==> src/rtl/i2c_slave_phy_fsm.sv <==
// -----------------------------------------------------------------------------
// i2c_slave_phy_fsm
// I2C slave bus engine for the backplane CPLD. Conditions the raw SCL/SDA pins
// (2-FF synchronizer plus glitch filter), detects START / repeated START / STOP,
// shifts address, command and data bytes in, ACKs on address match and shifts
// read bytes out. The phase encoding, received byte, address and direction feed
// the BMC memory-map block, which returns the read byte on rd_lock_data.
//
// Ports
//   cpld_internal_clk  system clock, rising edge
//   rst_sync_clk       synchronous active-high reset
//   scl_in, sda_in     raw bus pins
//   sda_oe             1 = pull SDA low, 0 = release
//   correct_address    7-bit slave address to match
//   rd_lock_data       byte to transmit on read
//   addr_in, r_w       address field / R/W bit of the last address byte
//   data_out           last received byte
//   sm_state           current phase (IDLE=0 TIP=1 ADDR=2 DATA=3 CMD=4 ACK=5)
//   pre_sm_state       last completed byte phase
//   bus_busy           START seen, no STOP/abort yet
//   timeout_err        one-cycle pulse on SCL-low timeout abort
// -----------------------------------------------------------------------------
module i2c_slave_phy_fsm #(
  parameter int          FILTER_LEN     = 3,
  parameter logic [19:0] TIMEOUT_CYCLES = 20'd500000
) (
  input  logic       cpld_internal_clk,
  input  logic       rst_sync_clk,
  input  logic       scl_in,
  input  logic       sda_in,
  output logic       sda_oe,
  input  logic [6:0] correct_address,
  input  logic [7:0] rd_lock_data,
  output logic [6:0] addr_in,
  output logic [7:0] data_out,
  output logic       r_w,
  output logic [2:0] sm_state,
  output logic [2:0] pre_sm_state,
  output logic       bus_busy,
  output logic       timeout_err
);

  typedef enum logic [2:0] {
    ST_IDLE = 3'd0,
    ST_TIP  = 3'd1,
    ST_ADDR = 3'd2,
    ST_DATA = 3'd3,
    ST_CMD  = 3'd4,
    ST_ACK  = 3'd5
  } state_t;

  // ---------------------------------------------------------------------------
  // Input conditioning
  // ---------------------------------------------------------------------------
  logic [1:0]            scl_sync_q, sda_sync_q;
  logic [FILTER_LEN-2:0] scl_hist_q, sda_hist_q;
  logic                  scl_filt_q, sda_filt_q;
  logic                  scl_prev_q, sda_prev_q;
  logic [FILTER_LEN-1:0] scl_win, sda_win;

  // Window = current synchronized sample plus the previous FILTER_LEN-1, so
  // the filtered level moves 2+FILTER_LEN cycles after the pin.
  assign scl_win = {scl_hist_q, scl_sync_q[1]};
  assign sda_win = {sda_hist_q, sda_sync_q[1]};

  always_ff @(posedge cpld_internal_clk) begin
    if (rst_sync_clk) begin
      // Everything presets high: an idle bus must not look like a START.
      scl_sync_q <= 2'b11;
      sda_sync_q <= 2'b11;
      scl_hist_q <= '1;
      sda_hist_q <= '1;
      scl_filt_q <= 1'b1;
      sda_filt_q <= 1'b1;
      scl_prev_q <= 1'b1;
      sda_prev_q <= 1'b1;
    end else begin
      // NOTE: non-blocking assignments model the flops in parallel; blocking
      // here would collapse the synchronizer chain into a single stage.
      scl_sync_q <= {scl_sync_q[0], scl_in};
      sda_sync_q <= {sda_sync_q[0], sda_in};
      scl_hist_q <= scl_win[FILTER_LEN-2:0];
      sda_hist_q <= sda_win[FILTER_LEN-2:0];
      if (&scl_win)       scl_filt_q <= 1'b1;
      else if (~|scl_win) scl_filt_q <= 1'b0;
      if (&sda_win)       sda_filt_q <= 1'b1;
      else if (~|sda_win) sda_filt_q <= 1'b0;
      scl_prev_q <= scl_filt_q;
      sda_prev_q <= sda_filt_q;
    end
  end

  logic scl_rise, scl_fall, start_det, stop_det;
  assign scl_rise  =  scl_filt_q & ~scl_prev_q;
  assign scl_fall  = ~scl_filt_q &  scl_prev_q;
  assign start_det =  scl_filt_q &  sda_prev_q & ~sda_filt_q;
  assign stop_det  =  scl_filt_q & ~sda_prev_q &  sda_filt_q;

  // ---------------------------------------------------------------------------
  // Protocol FSM
  // ---------------------------------------------------------------------------
  state_t      state_q, state_d, pre_q, pre_d;
  logic [3:0]  bit_cnt_q, bit_cnt_d;
  logic [7:0]  rx_q, rx_d, tx_q, tx_d, data_q, data_d;
  logic [6:0]  addr_q, addr_d;
  logic        r_w_q, r_w_d, oe_q, oe_d, busy_q, busy_d;
  logic        to_err_q, to_err_d, nack_q, nack_d;
  logic [19:0] to_cnt_q, to_cnt_d;
  logic [7:0]  rx_byte;
  logic        to_hit;

  assign rx_byte = {rx_q[6:0], sda_filt_q};
  assign to_hit  = busy_q && !scl_filt_q && (to_cnt_q == TIMEOUT_CYCLES - 20'd1);

  always_comb begin
    // NOTE: every _d gets a hold default first so no path through the
    // case below leaves a variable unassigned and infers a latch.
    state_d   = state_q;
    pre_d     = pre_q;
    bit_cnt_d = bit_cnt_q;
    rx_d      = rx_q;
    tx_d      = tx_q;
    data_d    = data_q;
    addr_d    = addr_q;
    r_w_d     = r_w_q;
    oe_d      = oe_q;
    busy_d    = busy_q;
    to_err_d  = 1'b0;
    nack_d    = nack_q;
    to_cnt_d  = (busy_q && !scl_filt_q) ? to_cnt_q + 20'd1 : 20'd0;

    // START outranks STOP and timeout; it may arrive in any phase.
    if (start_det) begin
      state_d   = ST_ADDR;
      pre_d     = ST_IDLE;
      bit_cnt_d = 4'd0;
      busy_d    = 1'b1;
      oe_d      = 1'b0;
      to_cnt_d  = 20'd0;
    end else if (stop_det) begin
      state_d   = ST_IDLE;
      pre_d     = ST_IDLE;
      bit_cnt_d = 4'd0;
      busy_d    = 1'b0;
      oe_d      = 1'b0;
    end else if (to_hit) begin
      state_d   = ST_IDLE;
      bit_cnt_d = 4'd0;
      busy_d    = 1'b0;
      oe_d      = 1'b0;
      to_err_d  = 1'b1;
      to_cnt_d  = 20'd0;
    end else begin
      case (state_q)
        ST_IDLE: oe_d = 1'b0;

        ST_ADDR, ST_CMD, ST_DATA: begin
          if (scl_rise && bit_cnt_q != 4'd8) begin
            rx_d      = rx_byte;
            bit_cnt_d = bit_cnt_q + 4'd1;
            if (bit_cnt_q == 4'd7) begin
              data_d = rx_byte;
              if (state_q == ST_ADDR) begin
                addr_d = rx_byte[7:1];
                r_w_d  = rx_byte[0];
              end
            end
          end else if (scl_fall) begin
            if (bit_cnt_q == 4'd8) begin
              state_d   = ST_ACK;
              pre_d     = state_q;
              bit_cnt_d = 4'd0;
              if (state_q == ST_ADDR)               oe_d = (addr_q == correct_address);
              else if (state_q == ST_DATA && r_w_q) oe_d = 1'b0;  // master's ACK slot
              else                                  oe_d = 1'b1;
            end else if (state_q == ST_DATA && r_w_q && bit_cnt_q != 4'd0) begin
              // Transmit: present the next bit while SCL is low.
              tx_d = {tx_q[6:0], 1'b0};
              oe_d = ~tx_q[6];
            end
          end
        end

        ST_ACK: begin
          if (scl_rise) begin
            nack_d = sda_filt_q;
          end else if (scl_fall) begin
            bit_cnt_d = 4'd0;
            if ((pre_q == ST_ADDR && addr_q != correct_address) ||
                (pre_q == ST_DATA && r_w_q && nack_q)) begin
              state_d = ST_IDLE;
              oe_d    = 1'b0;
            end else begin
              state_d = ST_TIP;
              if (r_w_q) begin
                // rd_lock_data is settled by the end of ACK; drive its MSB now.
                tx_d = rd_lock_data;
                oe_d = ~rd_lock_data[7];
              end else begin
                oe_d = 1'b0;
              end
            end
          end
        end

        ST_TIP: begin
          if (r_w_q) begin
            state_d   = ST_DATA;
            bit_cnt_d = 4'd0;
          end else if (scl_rise) begin
            // This rise already carries the MSB of the next byte.
            state_d   = (pre_q == ST_ADDR) ? ST_CMD : ST_DATA;
            rx_d      = rx_byte;
            bit_cnt_d = 4'd1;
          end
        end

        default: begin
          state_d = ST_IDLE;
          oe_d    = 1'b0;
        end
      endcase
    end
  end

  always_ff @(posedge cpld_internal_clk) begin
    if (rst_sync_clk) begin
      state_q   <= ST_IDLE;
      pre_q     <= ST_IDLE;
      bit_cnt_q <= 4'd0;
      rx_q      <= 8'h00;
      tx_q      <= 8'h00;
      data_q    <= 8'h00;
      addr_q    <= 7'h00;
      r_w_q     <= 1'b0;
      oe_q      <= 1'b0;
      busy_q    <= 1'b0;
      to_err_q  <= 1'b0;
      nack_q    <= 1'b0;
      to_cnt_q  <= 20'd0;
    end else begin
      state_q   <= state_d;
      pre_q     <= pre_d;
      bit_cnt_q <= bit_cnt_d;
      rx_q      <= rx_d;
      tx_q      <= tx_d;
      data_q    <= data_d;
      addr_q    <= addr_d;
      r_w_q     <= r_w_d;
      oe_q      <= oe_d;
      busy_q    <= busy_d;
      to_err_q  <= to_err_d;
      nack_q    <= nack_d;
      to_cnt_q  <= to_cnt_d;
    end
  end

  assign sda_oe       = oe_q;
  assign sm_state     = state_q;
  assign pre_sm_state = pre_q;
  assign addr_in      = addr_q;
  assign data_out     = data_q;
  assign r_w          = r_w_q;
  assign bus_busy     = busy_q;
  assign timeout_err  = to_err_q;

endmodule

==> config.mk <==
export PLATFORM = sky130hd
export DESIGN_NAME = i2c_slave_phy_fsm
export DESIGN_NICKNAME = d
export VERILOG_FILES = /design/src/rtl/i2c_slave_phy_fsm.sv
export SDC_FILE = /design/constraint.sdc
export NUM_CORES = 1
export LEC_CHECK = 0
export ABC_AREA = 0
export BUFFER_PORTS_ARGS = -buffer_cell sky130_fd_sc_hd__buf_2
export CAP_MARGIN = 30
export CORE_MARGIN = 2
export CORE_UTILIZATION = 41
export DETAILED_ROUTE_END_ITERATION = 16
export GPL_ROUTABILITY_DRIVEN = 0
export HOLD_SLACK_MARGIN = 0.05
export PLACE_DENSITY = 0.65
export SLEW_MARGIN = 0
export SYNTH_ARGS = -nofsm -noshare
export SYNTH_HDL_FRONTEND = slang
export SYNTH_SLANG_ARGS = --single-unit
==> constraint.sdc <==
create_clock -name cpld_internal_clk -period 3 [get_ports cpld_internal_clk]
set_clock_uncertainty 0.05 [all_clocks]
set_input_delay 0.15 -clock cpld_internal_clk [delete_from_list [all_inputs] [get_ports cpld_internal_clk]]
set_output_delay 0.15 -clock cpld_internal_clk [all_outputs]
set_load 0.02 [all_outputs]
-- Yosys cells after proc, flatten, opt, wreduce, memory -nomap -nowiden
Index checks and enable logic that the tools add are counted.
W data, S select, Z words.
- bits in registers: 76
- input port bits: 19
- word-level logic and storage cells: 166
- add/subtract/negate cells: 2
- equality and inequality tests: 36
- muxes and demuxes: 52
- bitwise logic cells: 18
- reduce and logical (&&, ||, !) cells: 36
- operator list (operator ; count):
    $mux W7 ; 11
    $mux W20 ; 3
    $mux W4 ; 7
    $pmux W7 S2 ; 2
    $reduce_and A7 Y1 ; 4
    $ne A5 B5 Y1 const B ; 5
    $mux W3 ; 8
    $ne A2 B2 Y1 const B ; 12
    $add A20 B1 Y20 const B ; 1
    $eq A20 B19 Y1 const B ; 1
    $reduce_and A6 Y1 ; 3
    $mux W1 ; 15
    $eq A3 B2 Y1 const B ; 4
    $ne A3 B3 Y1 const B ; 4
    $not A1 Y1 ; 12
    $pmux W3 S4 ; 1
    $pmux W4 S3 ; 1
    $reduce_and A12 Y1 ; 1
    $reduce_or A3 Y1 ; 4
    $reduce_and A5 Y1 ; 2
    $logic_and A1 B1 Y1 ; 8
    $ne A4 B4 Y1 const B ; 2
    $eq A7 B7 Y1 ; 1
    $ne A7 B7 Y1 ; 1
    other kinds (18) ; 31

-- Longest topological paths before layout
- word-level depth: 11
- depth in mapped cells: 9
- depth with buffers taken out: 8

-- Least setup slack after synthesis
OpenSTA, ideal clock, no wires.
- path type: flip-flop to flip-flop
- from: register pre_q[1] (netlist: pre_sm_state[1])
- to: register state_q[1] (netlist: sm_state[1])
- arrival: 1.675 ns
- slack: 1.139 ns
- stages on the path, launching flop included: 7
- period minus slack after synthesis: 1.861 ns
- cells stage by stage: dfxtp_1 > inv_1 > nor3_1 > a21oi_2 > maj3_1 > nand2_1 > a311oi_1
- longest elaborated chain between the ends: 8
- ends and longest elaborated chain (element ; line ; RTL):
    start: declaration ; 102 ; state_t state_q, state_d, pre_q, pre_d;
    start signal: assignment ; 243 ; pre_q <= pre_d;
    $eq A3 B2 Y1 ; 212 ; state_d = (pre_q == ST_ADDR) ? ST_CMD : ST_DATA;
    $mux W3 ; 212 ;
    $mux W3 ; 210 ; end else if (scl_rise) begin
    $mux W3 ; 207 ; if (r_w_q) begin
    $pmux W3 S4 ; 154 ; case (state_q)
    $mux W2 ; 146 ; end else if (to_hit) begin
    $mux W2 ; 140 ; end else if (stop_det) begin
    $mux W2 ; 133 ; if (start_det) begin
    end signal: assignment ; 242 ; state_q <= state_d;
    end: declaration ; 102 ;
Every way passes these cells. The select of a mux whose other input is x is not followed.
A chain may end at the register's enable or synchronous reset.

-- Worst setup path after layout
- from: register state_q[0] (netlist: sm_state[0])
- to: register rx_q[4]
- longest elaborated chain between the ends: 4
- elaborated cells on any way between the ends: 11
- ends and longest elaborated chain (element ; line ; RTL):
    $eq A3 B2 Y1 / $eq A3 B3 Y1 (equally long branches) ; 154 ;
    $reduce_or A3 Y1 ; 154 ;
    $ne A2 B2 Y1 (no source line) / $reduce_bool A2 Y1 (equally long branches) ; -- ;
    $reduce_and A7 Y1 (no source line) ; -- ;
    end signal: assignment ; 245 ; rx_q <= rx_d;
    end: declaration ; 104 ; logic [7:0] rx_q, rx_d, tx_q, tx_d, data_q, data_d;
Parallel ways exist; a longest one is shown, timed or not.

==> impl_results.md <==
* CP Cell Sequence: nand2b_1 -> or2_0 -> o221ai_1 -> a21o_1 -> mux2i_1 -> nor2_1
* GR Overflow Total at 0
* Synthesized area at 0.00365 mm^2
* Routed WL at 7.78 mm
* Seq/Total Area, Yosys at 41.7%
* Met3 usage at 4.22%
* Max frequency at 443 MHz
* Final worst setup slack at 744 ps
* #FFs+latches synth at 76
* I/O pin count at 44
* Most frequent cells in the layout: 78 x nor2_1, 76 x dfxtp_1, 43 x buf_2, 32 x nand2_1, 26 x mux2i_1
* Vias in the first global route at 2779
* 1st-iter DRT viols at 228
* Worst path max stage delay at 710 ps
* # setup viols final at 0
* Leak Pwr at 1.65 nW
* Synth cell types at 68
* Syn Nets at 430
* Mean post-synth cell area at 8.95 um^2
* Fin. Hold Viols at 0
* CP Max Fanout at 16
* Relative slew slack at 57.6%
* Die width at 98.4 um
* GRT busiest layer: met2
* Starting density of the core at 42.1%
* CP delay by family, top: flip-flops
* Post-Syn Instances at 408
* Fin nets at 477
* Internal power at 1.58 mW
* Full die area at 0.00967 mm^2
* Yosys Warn Count at 0
* P&R area growth vs syn at 14.9%
* Global Route Usage Sum at 16.7%
* Most common cell after layout, fill and taps aside: nor2_1
* Postcts setup bufs at 0
* TritonCTS Buffers at 9
* Drt pass-1 iters at 4
* EDFF count, synth at 0
* DRC viols at 0
* MaxCap Viol Count at 0
* Arrival time at the worst endpoint at 2440 ps
* Worst setup path class: flip-flop to flip-flop
* Period minus WS final at 2260 ps
* Setup repair after global routing missed its margin: no
* Sw power at 0.544 mW
* Clock sinks at 76
* Reg2reg setup slack at 740 ps
* Hpwl dp at 5.47 mm
* WL per Instance at 13.7 um
* Worst Tran Pin Value at 632 ps
* Total Neg Setup Slack at 0 ps
* Initial antenna violation count at 0
* Largest net degree at the start of global routing at 50
* Reg clk slew, reported paths at 80 ps
* Maximum VDD drop at 301 uV
* CP startpoint kind: flip-flop
* Worst Path Buf+Inv at 0
* Sequential share of power at 49.3%
* # diodes at 0
* Combinational share of power at 8.1%
* Met1 Use GR at 22.9%
* Fin. max-slew vios at 0
* Number of routed nets with antenna violations at 0
* Clk root buf: clkbuf_8
* Layout cell share with drive strength beyond 1 at 19.1%
* Vias/cell at 5.21
* Tcrit/Tclk final at 75.2%
* TritonCTS clock tree: yes
* Main synth FF type: dfxtp_1
* First-pass GRT wire length at 13.2 mm
* Switch share at 25.6%
* DR vias at 2958
* Dpl ws at 765 ps
* Row count at 34
* Outcome: completed
* CP required at 3180 ps
* Core footprint at 0.00868 mm^2
* Clock power frac at 42.7%
* Port Buf Inserts at 43
* Critical Path Sink Type: flip-flop
* Grt met2 use at 24.7%
* H-tree depth at 3
* Clk_lat worst skew at 360 ps
* Ys async rst share at 0%
* Worst Hold Class: primary input to flip-flop
* Chip height at 98.4 um
* Power per cell area at 507 mW/mm^2
* Maximum clock path buffer count at 2
* Cell at the slowest stage of the critical path: dfxtp_1
[metal layers]
layer / vias up / routed length, um / share of wire, %
met3: 12 / 419 / 5.4
met4: 0 / 122 / 1.6
met1: 1364 / 3810 / 49
met2: 77 / 3430 / 44
met5: - / 0 / 0
li1: 1505 / - / -
[registers in the layout, indices dropped and copies added (netlist names), 2 cells and up]
register	cells
to_cnt_q	20
data_out	8
addr_in	7
rx_q	7
tx_q	7
bit_cnt_q	4
pre_sm_state	3
sm_state	3
scl_hist_q	2
scl_sync_q	2
sda_hist_q	2
sda_sync_q	2
[power groups by stage]
stage	Clock, mW	Sequential [mW]	Combinational, mW
after floorplan	0	1.07	0.129
after global placement	0	1.07	0.159
after detailed placement	0	1.07	0.159
after CTS	0.923	1.05	0.168
after global routing	0.965	1.05	0.187
final	0.907	1.05	0.171
[cell type report]
type                            instances  area (um^2)
Fill cell                             862         4480
Multi-Input combinational cell        303         1950
Sequential cell                        76         1520
Timing Repair Buffer                   54          320
Tap cell                              108          135
Clock buffer                            9          124
Clock inverter                          7          105
Inverter                               11         41.3
[cell usage after synthesis (2+ instances only)]
cell,number,area share [%]
or2_2,10,1.7
a311oi_1,7,1.7
dlygate4sd1_1,2,0.48
buf_6,6,1.9
nor4b_1,2,0.48
nand3_1,12,1.6
xor2_1,14,3.4
nor4_1,2,0.34
dfxtp_1,76,42
nand2b_1,7,1.2
nand4_1,5,0.86
buf_4,3,0.62
clkbuf_1,3,0.31
o221ai_1,2,0.48
and4_1,2,0.48
inv_1,10,1.0
mux2i_1,26,7.1
nor2b_1,5,0.86
a22oi_1,3,0.62
a211oi_1,2,0.41
nand2_1,32,3.3
and4b_1,3,0.82
nor2_1,78,8.0
o21ai_0,7,0.96
and3_1,4,0.69
a21oi_1,8,1.1
and2_1,3,0.51
nor3_1,11,1.5
o21bai_1,2,0.41
ha_1,3,1.0
xnor2_1,12,2.9
nor2_2,4,0.69
nand3b_1,2,0.41
buf_2,3,0.41
nand4b_1,3,0.72
maj3_1,2,0.55
[final timing paths]
| kind | from | end | cells past startpoint |
|---|---|---|---|
| min | rst_sync_clk | nack_q$_SDFFE_PP0P_ | 3 |
| max reg2reg | sm_state[0]$_SDFFE_PP0P_ | rx_q[4]$_SDFFE_PP0P_ | 6 |
| max | sm_state[0]$_SDFFE_PP0P_ | rx_q[4]$_SDFFE_PP0P_ | 6 |
| min reg2reg | scl_sync_q[0]$_SDFF_PP1_ | scl_sync_q[1]$_SDFF_PP1_ | 1 |
[kinds of logic (layout without fill, tap and decap cells)]
group / Yosys count / count (layout) / share of synthesized area, %
buffers and inverters: 29 / 81 / 4.94
XOR/XNOR: 26 / 26 / 6.24
flip-flops: 76 / 76 / 41.7
multiplexers: 26 / 26 / 7.13
adder cells (fa/ha/maj): 5 / 5 / 1.58
AND/OR/NAND/NOR: 195 / 195 / 27.0
AO/OA/AOI/OAI: 51 / 51 / 11.4
[timing repair]
action | in CTS | in global routing
hold buffers | 9 | 0
gates resized for setup | 0 | 0
endpoints found under the hold margin | 9 | 0
[tightest hold or removal path, stage by stage]
cell and delay (ps):
buf_2 90, buf_4 260, nor2_1 140
[stage by stage]
stage	cells	instance area (um^2)	hold WS, ps	power [mW]	utilization (%)
floorplan	408	3650	204	1.20	-
global placement	543	3880	284	1.23	44.7
detailed placement	543	3880	285	1.23	44.7
CTS	568	4200	263	2.14	48.3
global route	568	4200	295	2.20	48.3
finish	568	4200	278	2.13	48.3
No activity file was read; power rests on OpenSTA's default activity.
